### src/rtl/fifo_pkg.sv
// Shared definitions for the FIFO-side arbiters: FSM state encoding.
package fifo_pkg;

  localparam int ST_W = 1;

  localparam logic [ST_W-1:0] ST_IDLE  = 1'b0;
  localparam logic [ST_W-1:0] ST_BURST = 1'b1;

endpackage

### src/rtl/fifo_rr_pick.sv
// Round-robin picker: first set request at or after last+1, wrapping.
module fifo_rr_pick #(
  parameter int N_REQ = 4,
  parameter int ID_W  = $clog2(N_REQ)
) (
  input  logic [N_REQ-1:0] req,
  input  logic [ID_W-1:0]  last,
  output logic             any,
  output logic [ID_W-1:0]  winner
);

  logic [ID_W-1:0]  cand [N_REQ];
  logic [N_REQ-1:0] hit;

  // Offset gi+1 from last, so the previous owner is considered last.
  for (genvar gi = 0; gi < N_REQ; gi++) begin : g_off
    assign cand[gi] = ID_W'((int'(last) + gi + 1) % N_REQ);
    assign hit[gi]  = req[cand[gi]];
  end

  always_comb begin
    any    = |hit;
    winner = cand[0];
    for (int k = N_REQ - 1; k >= 0; k--) begin
      if (hit[k]) winner = cand[k];
    end
  end

endmodule

### src/rtl/fifo_rd_arbiter.sv
// Round-robin, burst-limited sharing of one FIFO pop port among N_REQ consumers.
module fifo_rd_arbiter #(
  parameter int N_REQ     = 4,
  parameter int ID_W      = $clog2(N_REQ),
  parameter int BURST_MAX = 4,
  parameter int CNT_W     = $clog2(BURST_MAX + 1)
) (
  input  logic             clk,
  input  logic             arst,
  input  logic [N_REQ-1:0] req,
  input  logic             empty,
  output logic             pop,
  output logic [N_REQ-1:0] gnt,
  output logic             rd_valid,
  output logic [ID_W-1:0]  rd_id
);
  import fifo_pkg::*;

  if (N_REQ < 2) begin : g_bad_nreq
    $error("fifo_rd_arbiter: N_REQ must be >= 2");
  end
  if (BURST_MAX < 1) begin : g_bad_burst
    $error("fifo_rd_arbiter: BURST_MAX must be >= 1");
  end

  localparam logic [ID_W-1:0]  LAST_RST = ID_W'(N_REQ - 1);
  localparam logic [CNT_W-1:0] CNT_LAST = CNT_W'(BURST_MAX - 1);

  logic [ST_W-1:0]  state_q, state_d;
  logic [ID_W-1:0]  owner_q, owner_d;
  logic [ID_W-1:0]  last_q, last_d;
  logic [CNT_W-1:0] cnt_q, cnt_d;
  logic [N_REQ-1:0] gnt_q, gnt_d;
  logic             rd_valid_q;
  logic [ID_W-1:0]  rd_id_q;
  logic             pick_any;
  logic [ID_W-1:0]  pick_winner;
  logic             pop_w;

  fifo_rr_pick #(
    .N_REQ (N_REQ),
    .ID_W  (ID_W)
  ) u_pick (
    .req    (req),
    .last   (last_q),
    .any    (pick_any),
    .winner (pick_winner)
  );

  // Gated by empty directly so a pop can never be issued against an empty FIFO.
  assign pop_w = (state_q == ST_BURST) & req[owner_q] & ~empty;

  always_comb begin
    state_d = state_q;
    owner_d = owner_q;
    last_d  = last_q;
    cnt_d   = cnt_q;
    gnt_d   = gnt_q;
    case (state_q)
      ST_IDLE: begin
        if (!empty && pick_any) begin
          state_d = ST_BURST;
          owner_d = pick_winner;
          last_d  = pick_winner;
          cnt_d   = '0;
          gnt_d   = N_REQ'(1) << pick_winner;
        end
      end
      ST_BURST: begin
        if (pop_w) cnt_d = cnt_q + 1'b1;
        if (!req[owner_q] || empty || (pop_w && cnt_q == CNT_LAST)) begin
          state_d = ST_IDLE;
          gnt_d   = '0;
        end
      end
      default: begin
        state_d = ST_IDLE;
        gnt_d   = '0;
      end
    endcase
  end

  always_ff @(posedge clk or posedge arst) begin
    if (arst) begin
      state_q    <= ST_IDLE;
      owner_q    <= '0;
      last_q     <= LAST_RST;
      cnt_q      <= '0;
      gnt_q      <= '0;
      rd_valid_q <= 1'b0;
      rd_id_q    <= '0;
    end else begin
      state_q    <= state_d;
      owner_q    <= owner_d;
      last_q     <= last_d;
      cnt_q      <= cnt_d;
      gnt_q      <= gnt_d;
      rd_valid_q <= pop_w;
      if (pop_w) rd_id_q <= owner_q;
    end
  end

  assign pop      = pop_w;
  assign gnt      = gnt_q;
  assign rd_valid = rd_valid_q;
  assign rd_id    = rd_id_q;

endmodule

### config.mk
export PLATFORM = sky130hd
export DESIGN_NAME = fifo_rd_arbiter
export DESIGN_NICKNAME = d
export VERILOG_FILES = /design/src/rtl/fifo_pkg.sv /design/src/rtl/fifo_rr_pick.sv /design/src/rtl/fifo_rd_arbiter.sv
export SDC_FILE = /design/constraint.sdc
export NUM_CORES = 1
export LEC_CHECK = 0
export ABC_AREA = 1
export CAP_MARGIN = 20
export CORE_MARGIN = 8
export CORE_UTILIZATION = 55
export DETAILED_ROUTE_END_ITERATION = 10
export PLACE_DENSITY = 0.85
export SETUP_SLACK_MARGIN = 0.02
export SLEW_MARGIN = 10
export SYNTH_ARGS = -nofsm -noshare
export SYNTH_HDL_FRONTEND = slang
export SYNTH_HIERARCHICAL = 1
export SYNTH_SLANG_ARGS = --single-unit
### constraint.sdc
create_clock -name clk -period 4.01 [get_ports clk]
set_input_delay 1.203 -clock clk [delete_from_list [all_inputs] [get_ports clk]]
set_output_delay 1.203 -clock clk [all_outputs]
set_load 0.01 [all_outputs]
==> Word level (Yosys, flattened, before mapping) <==
Index checks and enable logic that the tools add are counted.
{ "op_classes": {"n_mux": 23, "magnitude_cmp": 5, "shifts": 1, "reduce_logical": 10, "bitwise_logic": 4, "addsub": 7, "n_eq_ne": 4} }
{ "ops": {"columns": ["cell", "count"], "rows": [
  ["$lt A2 B3 Y1 const B", 5],
  ["$add A2 B2 Y2 const B", 5],
  ["$bmux W1 S2", 5],
  ["$mux W2", 4],
  ["$mux W4", 2],
  ["$pmux W4 S2", 1],
  ["$mux W1", 7],
  ["$mux W3", 2],
  ["$pmux W3 S2", 1],
  ["$reduce_and A2 Y1", 3],
  ["$ne A2 B1 Y1 const B", 2],
  ["$reduce_or A4 Y1", 1],
  ["$shl A1 B2 Y4 const A", 1],
  ["$add A3 B1 Y3 const B", 1],
  ["$eq A3 B2 Y1 const B", 1],
  ["$add A2 B1 Y2 const B", 1],
  ["$and A1 B1 Y1", 2],
  ["$logic_and A1 B1 Y1", 2],
  ["$logic_not A1 Y1", 2],
  ["$logic_or A1 B1 Y1", 2],
  ["$ne A2 B2 Y1 const B", 1],
  ["$not A1 Y1", 2],
  ["$pmux W1 S2", 1]
]} }
{ "word_totals": {"register_bits": 15, "out_inout_bits": 8, "word_cells": 61, "in_bits": 7} }

==> Logic depth before layout (Yosys ltp) <==
{ "logic_depth": {"depth_word": 11, "depth_mapped": 14, "depth_no_buf": 13} }

==> Modules after synthesis <==
The synthesis kept the hierarchy.
{ "modules_own_cells": {"columns": ["module", "seq_area_each_um2", "n_inst", "area_per_inst_um2", "cells_per_inst"], "rows": [
  ["fifo_rd_arbiter", 377.9, 1, 679.4, 72],
  ["fifo_rr_pick", 0.0, 1, 211.5, 48]
]} }

==> Least setup slack after synthesis <==
No wires, ideal clock.
{ "synth_path": {"kind": "input to output", "from": "in req[1]", "to": "out pop", "setup_slack_ns": 1.191, "required_ns": 2.807, "arrival_time_ns": 1.616, "path_buffers": 0, "path_stages": 4, "cell_sequence": "nand2_1 nand3_1 nand3_4 inv_2"} }
{ "synth_between": {"elab_chain_cells": 4} }
{ "synth_lines": {"columns": ["element", "line", "source"], "rows": [
  ["start, declared", "fifo_rd_arbiter.sv:10", "input logic [N_REQ-1:0] req,"],
  ["$bmux W1 S2", "fifo_rd_arbiter.sv:51", "assign pop_w = (state_q == ST_BURST) & req[owner_q] & ~empty;"],
  ["$mux W1 (not written as such)", "fifo_rd_arbiter.sv:51", null],
  ["$and A1 B1 Y1 (2 in a row)", "fifo_rd_arbiter.sv:51", null],
  ["end, declared", "fifo_rd_arbiter.sv:12", "output logic pop,"]
]} }
Every way passes these cells. The select of a mux whose other input is x is not followed.

==> Worst setup path after layout <==
{ "layout_path": {"from": "in empty", "to": "out pop"} }
{ "layout_between": {"elab_chain_cells": 2} }
{ "layout_lines": {"columns": ["element", "line", "source"], "rows": [
  ["start, declared", "fifo_rd_arbiter.sv:11", "input logic empty,"],
  ["$not A1 Y1", "fifo_rd_arbiter.sv:51", null],
  ["$and A1 B1 Y1", "fifo_rd_arbiter.sv:51", null]
]} }
Every way passes these cells.

==> metrics <==
outcome finished, final reports clean; detailed-placement wirelength estimate 1510 um; worst hold slack 478 ps; die area 3160 um^2; Final ANT Viol Nets 0; # DRC 0; H-tree levels 1; Yosys top cell area share 36.5%; Fin. Hold Viols 0; mapped cell area 891 um^2; Setup crit start empty; Core ar. 1510 um^2; # Post-CTS Setup Buffers 0; CTS Root Cell clkbuf_4; port buffer count 14; Max Fclk 262 MHz; TritonRoute pass-1 iters 4; sw frac 47.2%; chip width 56.2 um; routed length per instance 12.0 um; setup_tns 0 ps; Worst Path Required 2810 ps; worst skew pair latency 280 ps; initial core utilization 59.1%; RSZ-0062 raised after global routing false; Max Clock Skew 7.42 ps; Max-slew headroom 62.9%; CTS Hold Buffers Added 0; Pleak 0.573 nW; CTS clk-pin slew, worst paths 90 ps; TritonCTS Sinks 15; crit end category output pin; combinational group share of total power 57.3%; largest cells by area after synthesis dfrtp_1, nand2_1, nand3_1, inv_1, dfstp_2; post_cts resized 0; Syn Area/Cell 7.42 um^2; Synth area leader dfrtp_1; first-pass GRT wire length 3140 um; Critical Path Sink pop; reg-to-reg slack, setup 2080 ps; worst flop-to-flop path startpoint last_q[0]; number of global-route vias before repair 798; initial detailed-routing violation count 10; NetSw 0.398 mW; Worst-Margin Slew 556 ps; Seq/Total Area, Yosys 42.4%; R2R Path End cnt_q[2]; largest net degree at the start of global routing 16; clock power share 10.0%; area growth from synthesis to layout 20.5%; CTS tree built; syn_nets 129; die height 56.2 um; CTS buffer count 3; routability congestion estimate 0.791; final-report max-slew violation count 0; IO Pins 15; worst hold start gnt[3]; pwr/cell area 785 nW/um^2; GRT Util Overall 12.1%; worst r2r path cells 11; gr ovfl total 0; period utilization 95.2%; Yosys cell types 18; internal power 0.445 mW; ant diodes 0; Yosys Warn Count 6; initial antenna violation count 0; Setup CP Type primary input to output pin; VDD IR max 0.410 mV; Mapped Cells 120; routed vias/inst 5.31; share of cells above drive strength 1 13.0%; vias after detailed routing 818; Max-Cap Viols 0; CP arrival 2620 ps; Seq pwr share 32.6%; Rows 14; WL final 1850 um; Nets 148; Critical Path Fanout Max 3; Yosys reg bits 15; Hold/Removal Path Class register to register; CTS max path bufs 2; shortest period the worst path allows 3820 ps; crit start category primary input; Final Setup Violations 0
placed cells by master, fill, tap and decap left out, types with 5 or more instances in the layout:
master	count
nand2_1	47
inv_1	15
clkdlybuf4s50_1	14
dfrtp_1	13
nand3_1	12
o21ai_1	6
inv_2	5
nand4_1	5
metal layers:
metal  vias up  GRT usage (%)  share of wire (%)
met5         -              0                  0
met1       388           11.2                 41
li1        422              -                  -
met2         6           23.5                 56
met4         0           6.19                1.1
met3         2           2.97                2.2
critical path: stages:
cell and delay (ps):
clkdlybuf4s50_1 520, nor2_4 190, nand3_4 90, inv_2 70, clkdlybuf4s50_1 540
synthesized netlist by cell type:
master   count
dfrtp_1     13
ha_1         2
inv_1       15
nand4_1      5
nor2_1       1
inv_2        5
nand3_1     12
nand4_2      1
nor3_4       1
nand3_4      1
o21ai_0      3
buf_6        1
o21ai_1      6
nor2_4       1
dfstp_2      2
xnor2_1      1
nand2_2      3
nand2_1     47
stage by stage:
stage          instance area (um^2)  total power [mW]  std cells  setup slack (ps)  util, %
2_1_floorplan                   891             0.625        120              1190        -
3_3_place_gp                   1050             0.740        150               200     69.5
3_5_place_dp                   1050             0.762        150               179     69.5
4_1_cts                        1070             0.849        154               175     71.3
5_1_grt                        1070             0.927        154              98.5     71.3
6_report                       1070             0.843        154               192     71.3
power by group through the flow:
| stage | Combinational, mW | Sequential, mW | Clock, mW |
|---|---|---|---|
| floorplan | 0.352 | 0.273 | 0 |
| global placement | 0.466 | 0.274 | 0 |
| detailed placement | 0.484 | 0.278 | 0 |
| CTS | 0.486 | 0.275 | 0.0874 |
| global route | 0.546 | 0.285 | 0.0954 |
| finish | 0.483 | 0.275 | 0.0846 |
area by class of cell:
class / instances / area [um^2]
clock buffer: 4 / 26.3
fill: 136 / 433
inverter: 20 / 75.1
multi-input combinational: 84 / 427
sequential: 15 / 378
tap: 16 / 20.0
timing repair buffer: 15 / 148
cells by family (layout without fill, tap and decap cells):
logic type / after synthesis / count (layout) / share of synthesized area (%)
and+or+nand+nor: 72 / 72 / 39.0
buffers and inverters: 21 / 39 / 9.69
AOI/OAI and AO/OA: 9 / 9 / 5.06
DFF: 15 / 15 / 42.4
xor gates and xnor gates: 1 / 1 / 0.983
adders and majority gates: 2 / 2 / 2.81
how the worst min path moves through the flow:
stage / end / slack [ps] / cells past startpoint
2_1_floorplan: last_q[0] / 450 / 2
3_3_place_gp: gnt[2] / 460 / 2
3_5_place_dp: gnt[2] / 470 / 2
4_1_cts: gnt[3] / 480 / 2
5_1_grt: gnt[1] / 520 / 2
6_report: gnt[3] / 480 / 2
registers in the layout, summed over array words and instances, names as in the netlist:
signal and flops:
gnt 4, state_q 1, cnt_q 3, owner_q 2, rd_id 2, last_q 2
rd_valid 1
No activity file was read; power rests on OpenSTA's default activity.
